$ cat config.mk
export PLATFORM = sky130hd
export DESIGN_NAME = imem_refill_arbiter
export DESIGN_NICKNAME = d
export VERILOG_FILES = /design/src/rtl/imem_refill_arbiter.sv
export SDC_FILE = /design/constraint.sdc
export NUM_CORES = 1
export LEC_CHECK = 0
export ABC_AREA = 1
export BUFFER_PORTS_ARGS = -buffer_cell sky130_fd_sc_hd__buf_4
export CORE_AREA = 2 2 142 144
export CTS_CLUSTER_SIZE = 25
export DETAILED_ROUTE_END_ITERATION = 8
export DIE_AREA = 0 0 144 146
export PLACE_DENSITY = 0.8
export SLEW_MARGIN = 20
export SYNTH_ARGS = -nofsm -noshare
export SYNTH_HDL_FRONTEND = slang
export SYNTH_SLANG_ARGS = --single-unit
$ cat constraint.sdc
create_clock -name clk -period 4.02 [get_ports clk]
set_clock_uncertainty 0.15 [all_clocks]
set_input_delay 0.402 -clock clk [delete_from_list [all_inputs] [get_ports clk]]
set_output_delay 0.402 -clock clk [all_outputs]
set_load 0.02 [all_outputs]
$ cat src/rtl/imem_refill_arbiter.sv
// imem_refill_arbiter: shares one external memory read port between the
// instruction-cache and data-side miss handlers. Round-robin grant, one
// line-aligned read per grant, response beats replayed as addressed fills.
//
// Handshake semantics: a memory request transfers in the cycle where
// mem_req_valid && mem_req_ready are both high; mem_req_valid and
// mem_req_addr stay stable until then. Miss requesters hold *_miss_valid
// high until the single-cycle *_miss_ack pulse; fill outputs are
// single-cycle valid pulses with no backpressure.

`ifndef ADDR_WIDTH
`define ADDR_WIDTH 32
`endif

module imem_refill_arbiter #(
  parameter int ADDR_W     = `ADDR_WIDTH,
  parameter int LINE_BEATS = 4
) (
  input  logic              clk,
  input  logic              reset,
  input  logic              ext_flush,
  input  logic              i_miss_valid,
  input  logic [ADDR_W-1:0] i_miss_addr,
  output logic              i_miss_ack,
  input  logic              d_miss_valid,
  input  logic [ADDR_W-1:0] d_miss_addr,
  output logic              d_miss_ack,
  output logic              mem_req_valid,
  output logic [ADDR_W-1:0] mem_req_addr,
  input  logic              mem_req_ready,
  input  logic              mem_resp_valid,
  input  logic [63:0]       mem_resp_data,
  output logic [ADDR_W-1:0] fetch_addr,
  output logic              fetch_addr_valid,
  output logic [63:0]       fetched_data,
  output logic [ADDR_W-1:0] d_fill_addr,
  output logic              d_fill_valid,
  output logic [63:0]       d_fill_data,
  output logic              busy,
  output logic [1:0]        state_dbg
);

  localparam int CNT_W = $clog2(LINE_BEATS);
  localparam int OFF_W = $clog2(LINE_BEATS * 8);
  localparam logic [CNT_W-1:0]  LAST_BEAT = CNT_W'(LINE_BEATS - 1);
  localparam logic [ADDR_W-1:0] LINE_MASK =
    ~((ADDR_W'(1) << OFF_W) - ADDR_W'(1));

  typedef enum logic [1:0] {
    S_IDLE = 2'd0,
    S_REQ  = 2'd1,
    S_DATA = 2'd2
  } state_t;

  state_t             state, state_next;
  logic               grant_i, grant_d;
  logic               ptr_last_d;   // 1: last grant went to D
  logic               owner_d;      // 1: D owns the current transaction
  logic               drop;         // I transaction flushed, suppress fills
  logic [CNT_W-1:0]   beat_cnt;
  logic [ADDR_W-1:0]  base_addr;
  logic               beat_fire;
  logic [ADDR_W-1:0]  beat_addr;

  assign beat_fire = (state == S_DATA) && mem_resp_valid;
  assign beat_addr = base_addr + (ADDR_W'(beat_cnt) << 3);

  // Next-state and arbitration; grants only happen in IDLE.
  always_comb begin
    state_next = state;
    grant_i    = 1'b0;
    grant_d    = 1'b0;
    case (state)
      S_IDLE: begin
        grant_i = (i_miss_valid && !ext_flush) && (!d_miss_valid || ptr_last_d);
        grant_d = d_miss_valid && (!(i_miss_valid && !ext_flush) || !ptr_last_d);
        if (grant_i || grant_d) state_next = S_REQ;
      end
      S_REQ: begin
        if (mem_req_ready) state_next = S_DATA;
      end
      S_DATA: begin
        if (mem_resp_valid && (beat_cnt == LAST_BEAT)) state_next = S_IDLE;
      end
      default: state_next = S_IDLE;
    endcase
  end

  // Acks are masked while reset is asserted so every output is 0 in reset.
  assign i_miss_ack    = grant_i && reset;
  assign d_miss_ack    = grant_d && reset;
  assign mem_req_valid = (state == S_REQ);
  assign mem_req_addr  = base_addr;
  assign busy          = (state != S_IDLE);
  assign state_dbg     = state;

  // State register.
  always_ff @(posedge clk or negedge reset) begin
    if (!reset) state <= S_IDLE;
    else        state <= state_next;
  end

  // Transaction context: owner, base, beat counter, drop flag, RR pointer.
  always_ff @(posedge clk or negedge reset) begin
    if (!reset) begin
      ptr_last_d <= 1'b1;
      owner_d    <= 1'b0;
      base_addr  <= '0;
      beat_cnt   <= '0;
      drop       <= 1'b0;
    end else if (grant_i || grant_d) begin
      ptr_last_d <= grant_d;
      owner_d    <= grant_d;
      base_addr  <= (grant_d ? d_miss_addr : i_miss_addr) & LINE_MASK;
      beat_cnt   <= '0;
      drop       <= 1'b0;
    end else if (state != S_IDLE) begin
      if (!owner_d && ext_flush) drop <= 1'b1;
      if (beat_fire) beat_cnt <= beat_cnt + 1'b1;
    end
  end

  // Registered fill replay; address/data only move on a delivered beat.
  always_ff @(posedge clk or negedge reset) begin
    if (!reset) begin
      fetch_addr_valid <= 1'b0;
      fetch_addr       <= '0;
      fetched_data     <= '0;
      d_fill_valid     <= 1'b0;
      d_fill_addr      <= '0;
      d_fill_data      <= '0;
    end else begin
      fetch_addr_valid <= beat_fire && !owner_d && !drop && !ext_flush;
      d_fill_valid     <= beat_fire && owner_d;
      if (beat_fire && !owner_d && !drop && !ext_flush) begin
        fetch_addr   <= beat_addr;
        fetched_data <= mem_resp_data;
      end
      if (beat_fire && owner_d) begin
        d_fill_addr <= beat_addr;
        d_fill_data <= mem_resp_data;
      end
    end
  end

endmodule

# Word-level counts from Yosys, hierarchy flattened
# Cells that the tools add are included.
op_classes:
  addsub: 2
  n_eq_ne: 6
  mux: 13
  n_reduce_logical: 30
ops:
  columns: ["cell", "n"]
  rows:
  - ["adder 32 x 5 -> 32 bit", 1]
  - ["two-way mux 32 bit", 1]
  - ["logical AND 1 bit", 12]
  - ["two-way mux 2 bit", 6]
  - ["nonzero test 2 bit", 4]
  - ["logical NOT 1 bit", 6]
  - ["case mux 2 bit (3 select lines)", 1]
  - ["two-way mux 1 bit", 5]
  - ["equality test 2 bit, second input constant", 2]
  - ["logical OR 1 bit", 4]
  - ["!= test 2 x 1 -> 1 bit, second input constant", 2]
  - ["AND reduction 2 bit", 2]
  - ["AND reduction 3 bit", 1]
  - ["adder 2 x 1 -> 2 bit, second input constant", 1]
  - ["equality test 2 x 1 -> 1 bit, second input constant", 1]
  - ["logical NOT 2 bit", 1]
  - ["!= test 2 bit, second input constant", 1]
word_totals:
  ff_bits: 228
  in_bits: 135

# Longest topological paths before layout
# Gate-level depths: netlist (run 1).
depth:
  ltp_word: 9
  ltp_mapped: 9

# Worst setup path before layout (run 1)
# No wires, ideal clock.
synth_timing:
  path_type: "reg2out"
  startpoint: "register state[0], in the netlist state_dbg[0]"
  endpoint: "output port i_miss_ack"
  arrival_time_ns: 1.526
  required_ns: 3.468
  setup_slack_ns: 1.942
  stages_incl_launch_ff: 4
  path_cell_list: "dfrtp_1 > inv_1 > nand2_1 > nor4_1"
synth_via:
  elab_chain_cells: 3
synth_rtl:
  columns: ["item", "line", "source"]
  rows:
  - ["start, declared", "55", "state_t state, state_next;"]
  - ["start signal, assigned", "100", "else state <= state_next;"]
  - ["logical NOT 2 bit", "73", "case (state)"]
  - ["two-way mux 1 bit", "73", null]
  - ["logical AND 1 bit", "90", "assign i_miss_ack = grant_i && reset;"]
  - ["end, declared", "24", "output logic i_miss_ack,"]
# Every way passes these cells.

# Worst setup path after layout (run 1)
layout_timing:
  startpoint: "input port reset"
  endpoint: "output port i_miss_ack"
layout_via:
  elab_chain_cells: 1
layout_rtl:
  columns: ["item", "line", "source"]
  rows:
  - ["start, declared", "20", "input logic reset,"]
  - ["logical AND 1 bit", "90", null]
# Every way passes these cells.

==> flow_summary.toml, run 1 <==
[clock_tree]
tritoncts = "yes"
clock_path_buffers = 3
cts_htree_levels = 1
clk_latency_ns = 0.51
clock_sinks = 222
clk_pin_slew_ns = 0.06
cts-buffers-inserted = 24
root_buffer = "clkbuf_16"

[logic_synthesis]
synth_top_area_share_pct = 58.05
yosysUniqueCellTypes = 24
synth_common_cells = "nand2_1, dfrtp_1, o21ai_0, inv_1, nand3_1"
ys_top_cells_by_area = "dfrtp_1, nand2_1, o21ai_0"
async_reset_ff_share_pct = 100.0
avgSynthCellArea_um2 = 8.506
yosys_warnings = 0
synth_edf_count = 0
ys.flop_type = "dfrtp_1"
netlist_instances = 1120
ys_ff_latch = 222
syn_area_um2 = 9527
synth_top_area_cell = "dfrtp_1"
yosysSeqAreaShare_pct = 58.33
yosysMostFrequentCell = "nand2_1"

[setup_path]
critPathKind = "primary input to primary output"
critPathArrivalTime_ns = 2.10
crit_start = "reset"
crit_path_start_kind = "primary input"
endpoint_kind = "primary output"
r2r-start = "state_dbg[1]"
critPathMaxFanout = 68
worst_ep_required_time_ns = 3.47

[place]
hpwl_um = 18250
gp_congestion = 0.8612
io_buffers = 345
dp_slack_ns = 1.832

[detailed_routing]
avgViaCountPerCell = 5.155
wl_per_cell_um = 17.29
drc_errors = 0
antenna_left = 0
finalWirelength_um = 30250
dr.pass1.iters = 5
dr.first_iter.drc_count = 466
vias = 9021

[floorplanning]
die_w_um = 144
io_pins = 367
start_util_pct = 49.27
die-area_um2 = 21020
die_y_um = 146
design.core.area_um2 = 19330
floorplan.rows = 51

[sta]
period_share_pct = 65.94
grt_setup_unrepaired = "false"
clock.fmax_mhz = 377.2
holdWs_ns = 0.03951
setup_tns_ns = 0
final_hold_viol_count = 0
slew_viol_final = 0
tightest_slew_ns = 1.113
setup_viol_count_final = 0
fin_crit_ns = 2.651
slew_headroom_pct = 25.71
layout_setup_ws_ns = 1.369

[min_path]
holdCritPathClass = "primary input to register"
min_from = "i_miss_addr[24]"

[power]
peakVddDrop_v = 0.0004170
p_per_area_nw_per_um2 = 796.5
power_mw = 10.74
p_leak_nw = 7.409

[finish]
multi_input_area_um2 = 3136
area_growth_pct = 41.55
fillers = 1468
drive_gt1_share_pct = 27.29
regArea_um2 = 5557
fin_nets = 1607

[run_status]
outcome = "finished clean"

[grt]
grt_max_degree = 112
grt_antenna_before_repair = 1
grt_pass1_wl_um = 46800
grt_pass1_vias = 8923
grt_usage_pct = 27.79
overflow = 0

[flow_run]
cap_viol_max_count = 0
[final cells by class]
class                   count  share of cell area [%]
clock inverters             9                   1.280
inverters                  63                   1.754
diodes                      1                 0.01856
flip-flops and latches    222                   41.20
multi-input cells         734                   23.25
well taps                 265                   2.459
clock buffers              30                   4.927
repair buffers            426                   25.11
[final timing paths]
kind | to | slack (ns) | depth (start not counted)
setup / recovery | i_miss_ack | 1.37 | 5
max in group asynchronous | d_fill_data[46] | 2.24 | 3
setup reg to reg | d_fill_data[13] | 1.78 | 6
hold / removal | mem_req_addr[24] | 0.04 | 5
min in group asynchronous | d_fill_data[2] | 0.29 | 2
hold reg to reg | ptr_last_d | 0.34 | 2
[critical path: stages]
cell	delay [ns]
dlygate4sd3_1	0.56
buf_8	0.43
inv_1	0.12
nor4_1	0.36
buf_4	0.21
[cells in the final DEF, fill, tap and decap left out, drive strengths merged]
cell	n
nand2	459
buf	359
dfrtp	221
o21ai	187
dlygate4sd3	67
inv	63
nand3	59
clkbuf	30
conb	11
nor2	10
bufinv	5
a21oi	3
clkinv	3
diode	1
nor4	1
o31ai	1
o21a	1
a22o	1
ha	1
clkinvlp	1
dfstp	1
[where the power goes]
part           switching, mW  leakage, nW  total, mW  internal, mW
Sequential             0.598         2.84       3.75          3.16
Clock                  0.884        0.409       2.36          1.48
Combinational           2.93         4.16       4.62          1.70
Total                   4.41         7.41       10.7          6.33
[per-layer routing]
layer / GRT usage, % / vias up / part of all wire, %
li1: - / 4177 / -
met1: 34.91 / 4319 / 39
met2: 46.17 / 448 / 48
met3: 7.272 / 77 / 9.5
met4: 10.25 / 0 / 3.5
met5: 0 / - / 0
[metrics by stage]
stage          area, µm²  cells  util [%]
2_1_floorplan       9564   1130         -
3_3_place_gp       11980   1643     61.94
3_5_place_dp       11980   1643     61.94
4_1_cts            13480   1749     69.73
5_1_grt            13490   1750     69.75
6_report           13490   1750     69.75
[kinds of logic (layout without fill, tap and decap cells)]
logic type | Yosys count | after routing | share of synthesized area, %
flip-flops | 222 | 222 | 58.33
AO/OA/AOI/OAI | 193 | 193 | 10.23
AND/OR/NAND/NOR | 529 | 529 | 21.99
buffers and inverters | 174 | 528 | 9.286
other | 1 | 12 | 0.03936
adder cells (fa/ha/maj) | 1 | 1 | 0.1313
[flip-flops by register name, indices dropped and copies added (netlist names)]
register          count
d_fill_addr          29
d_fill_valid          1
drop                  1
fetch_addr           29
owner_d               1
beat_cnt              2
ptr_last_d            1
fetched_data         64
d_fill_data          64
state_dbg             2
fetch_addr_valid      1
mem_req_addr         27
[repair_timing]
action	CTS	global route
buffers inserted	0	0
gates resized for setup	0	0
hold buffers	67	0
hold endpoints to repair	191	0
No activity file was read; power rests on OpenSTA's default activity.
==> run 2, diff against run 1 <==
--- a/config.mk
+++ b/config.mk
@@ -5,13 +5,14 @@
 export SDC_FILE = /design/constraint.sdc
 export NUM_CORES = 1
 export LEC_CHECK = 0
-export ABC_AREA = 1
+export ABC_AREA = 0
 export BUFFER_PORTS_ARGS = -buffer_cell sky130_fd_sc_hd__buf_4
-export CORE_AREA = 2 2 142 144
+export CORE_ASPECT_RATIO = 1.5
+export CORE_MARGIN = 2
+export CORE_UTILIZATION = 44
 export CTS_CLUSTER_SIZE = 25
 export DETAILED_ROUTE_END_ITERATION = 8
-export DIE_AREA = 0 0 144 146
-export PLACE_DENSITY = 0.8
+export PLACE_DENSITY = 0.77
 export SLEW_MARGIN = 20
 export SYNTH_ARGS = -nofsm -noshare
 export SYNTH_HDL_FRONTEND = slang
==> constraint.sdc (replaced) <==
create_clock -name clk -period 2.2 [get_ports clk]
set_clock_uncertainty 0.15 [all_clocks]
set_input_delay 0.22 -clock clk [delete_from_list [all_inputs] [get_ports clk]]
set_output_delay 0.22 -clock clk [all_outputs]
set_load 0.02 [all_outputs]
==> flow_summary.toml, run 2 <==
[run_status]
outcome = "finished clean"

[place]
gp_congestion = 0.8548
io_buffers = 345
hpwl_um = 16500

[logic_synthesis]
synth_edf_count = 0
netlist_instances = 622
async_reset_ff_share_pct = 100.0
yosysMostFrequentCell = "dfrtp_1"
ys.flop_type = "dfrtp_1"
yosys_warnings = 0
ys_top_cells_by_area = "dfrtp_1, mux2_2, mux2_4"
yosysSeqAreaShare_pct = 61.45
ys_ff_latch = 222
yosysUniqueCellTypes = 31
syn_area_um2 = 9042
synth_top_area_share_pct = 61.16
avgSynthCellArea_um2 = 14.54
synth_common_cells = "dfrtp_1, mux2_2, mux2_4, a21oi_1, buf_4"
synth_top_area_cell = "dfrtp_1"

[finish]
drive_gt1_share_pct = 54.70
layout_commonest_cell = "buf_4"
largestRegisters = "d_fill_data x64, fetched_data x64"
fin_nets = 1204
final_cell_mix = "buf_4, dfrtp_1, mux2_2, dlygate4sd3_1, mux2_4"
area_growth_pct = 52.51
fin_util_pct = 68.07

[clock_tree]
root_buffer = "clkbuf_16"
cts_htree_levels = 1
clk_latency_ns = 0.50
cts-buffers-inserted = 22
clk_pin_slew_ns = 0.06
clock_path_buffers = 3
clock_sinks = 222
tritoncts = "yes"

[detailed_routing]
vias = 6714
antenna_left = 0
dr.pass1.iters = 4
finalWirelength_um = 25970
dr.first_iter.drc_count = 232
drc_errors = 0
avgViaCountPerCell = 4.973
wl_per_cell_um = 19.24

[flow_run]
cap_viol_max_count = 0

[setup_path]
worst_ep_required_time_ns = 2.43
r2r_slack_ns = 0.13
reg2regPathDepth = 4
crit_path_start_kind = "register"
endpoint_kind = "register"
critPathArrivalTime_ns = 2.30
critPathKind = "register to register"
r2r-start = "state_dbg[0]"
r2r-end = "fetched_data[10]"
critPathMaxFanout = 30

[floorplanning]
start_util_pct = 44.63
die_w_um = 121.1
die_y_um = 179.6
floorplan.rows = 64
die-area_um2 = 21740
design.core.area_um2 = 20260
io_pins = 367

[power]
p_leak_nw = 7.051
peakVddDrop_v = 0.0009817
power_mw = 20.57
p_per_area_nw_per_um2 = 1491

[sta]
period_share_pct = 94.19
slew_headroom_pct = 57.94
clock.fmax_mhz = 482.6
slew_viol_final = 0
final_hold_viol_count = 0
grt_setup_unrepaired = "false"
setup_viol_count_final = 0
tightest_slew_ns = 0.6308
fin_crit_ns = 2.072
setup_tns_ns = 0

[min_path]
hold_path_depth = 5
holdCritPathClass = "primary input to register"
min_from = "d_miss_valid"
hold_end = "owner_d"

[grt]
grt_antenna_before_repair = 3
overflow = 0
grt_pass1_wl_um = 40120
grt_pass1_vias = 7235
grt_max_degree = 115
grt_usage_pct = 23.39
-- run 2: changes by cell type after synthesis, moves of 54 or more --
cell	delta
mux2_2	+127
mux2_4	+59
inv_1	-54
nand3_1	-57
o21ai_0	-181
nand2_1	-429
-- run 2: worst max-delay path, cell delays in order, from the launching register on --
cell and delay [ns]:
dfrtp_1 0.43, nand3b_4 0.21, or4_4 0.57, buf_12 0.24, mux2_4 0.32
-- run 2: area by class of cell --
cell class | count | area (µm²)
timing repair buffer | 484 | 4046
inverter | 6 | 22.52
clock inverter | 8 | 115.1
antenna | 2 | 5.005
clock buffer | 32 | 689.4
fill | 1378 | 6469
multi-input combinational | 332 | 3025
sequential | 222 | 5557
tap | 264 | 330.3
-- run 2: worst max-delay path by stage --
| stage | slack (ns) | endpoint | start |
|---|---|---|---|
| after floorplan | 0.15 | fetch_addr[10] | state_dbg[0] |
| after global placement | 0.20 | fetched_data[10] | state_dbg[0] |
| after detailed placement | 0.16 | fetch_addr[6] | state_dbg[0] |
| after CTS | 0.02 | i_miss_ack | state_dbg[1] |
| after global routing | 0.03 | d_miss_ack | state_dbg[1] |
| final | 0.13 | fetched_data[10] | state_dbg[0] |
-- run 2: per-stage QoR --
step	cells	cell area (µm²)	hold slack, ns	setup slack [ns]
floorplan	632	9080	-0.2256	0.1459
global placement	1186	11760	-0.01072	0.1971
detailed placement	1186	11760	-0.01158	0.1589
CTS	1348	13780	0.02130	0.02056
global route	1350	13790	0.04396	0.03376
finish	1350	13790	0.03203	0.1278
-- run 2: what timing repair did --
item / 4_1_cts / 5_1_grt
hold endpoints to repair: 380 / 0
gates resized for setup: 0 / 1
buffers inserted: 0 / 0
hold buffers: 122 / 0
setup endpoints to repair: 0 / 2
-- run 2: metal layers --
layer | GRT usage, % | vias up | routed length, µm
li1 | - | 2982 | -
met1 | 26.57 | 3339 | 9383
met2 | 42.00 | 315 | 13840
met3 | 4.093 | 78 | 1541
met4 | 10.84 | 0 | 1205
met5 | 0 | - | 0
-- run 2: logic make-up after synthesis --
logic type	after synthesis	synth area share [%]
AO/OA/AOI/OAI	61	3.528
XOR/XNOR	1	0.09688
adder cells (fa/ha/maj)	1	0.1383
buffers and inverters	78	5.645
flip-flops	222	61.45
multiplexers	187	25.72
other	1	0.04147
AND/OR/NAND/NOR	71	3.376
-- run 2: power breakdown --
part	internal [mW]	total (mW)	switching [mW]
Sequential	5.95	7.20	1.25
Combinational	4.50	9.28	4.78
Clock	2.52	4.09	1.57
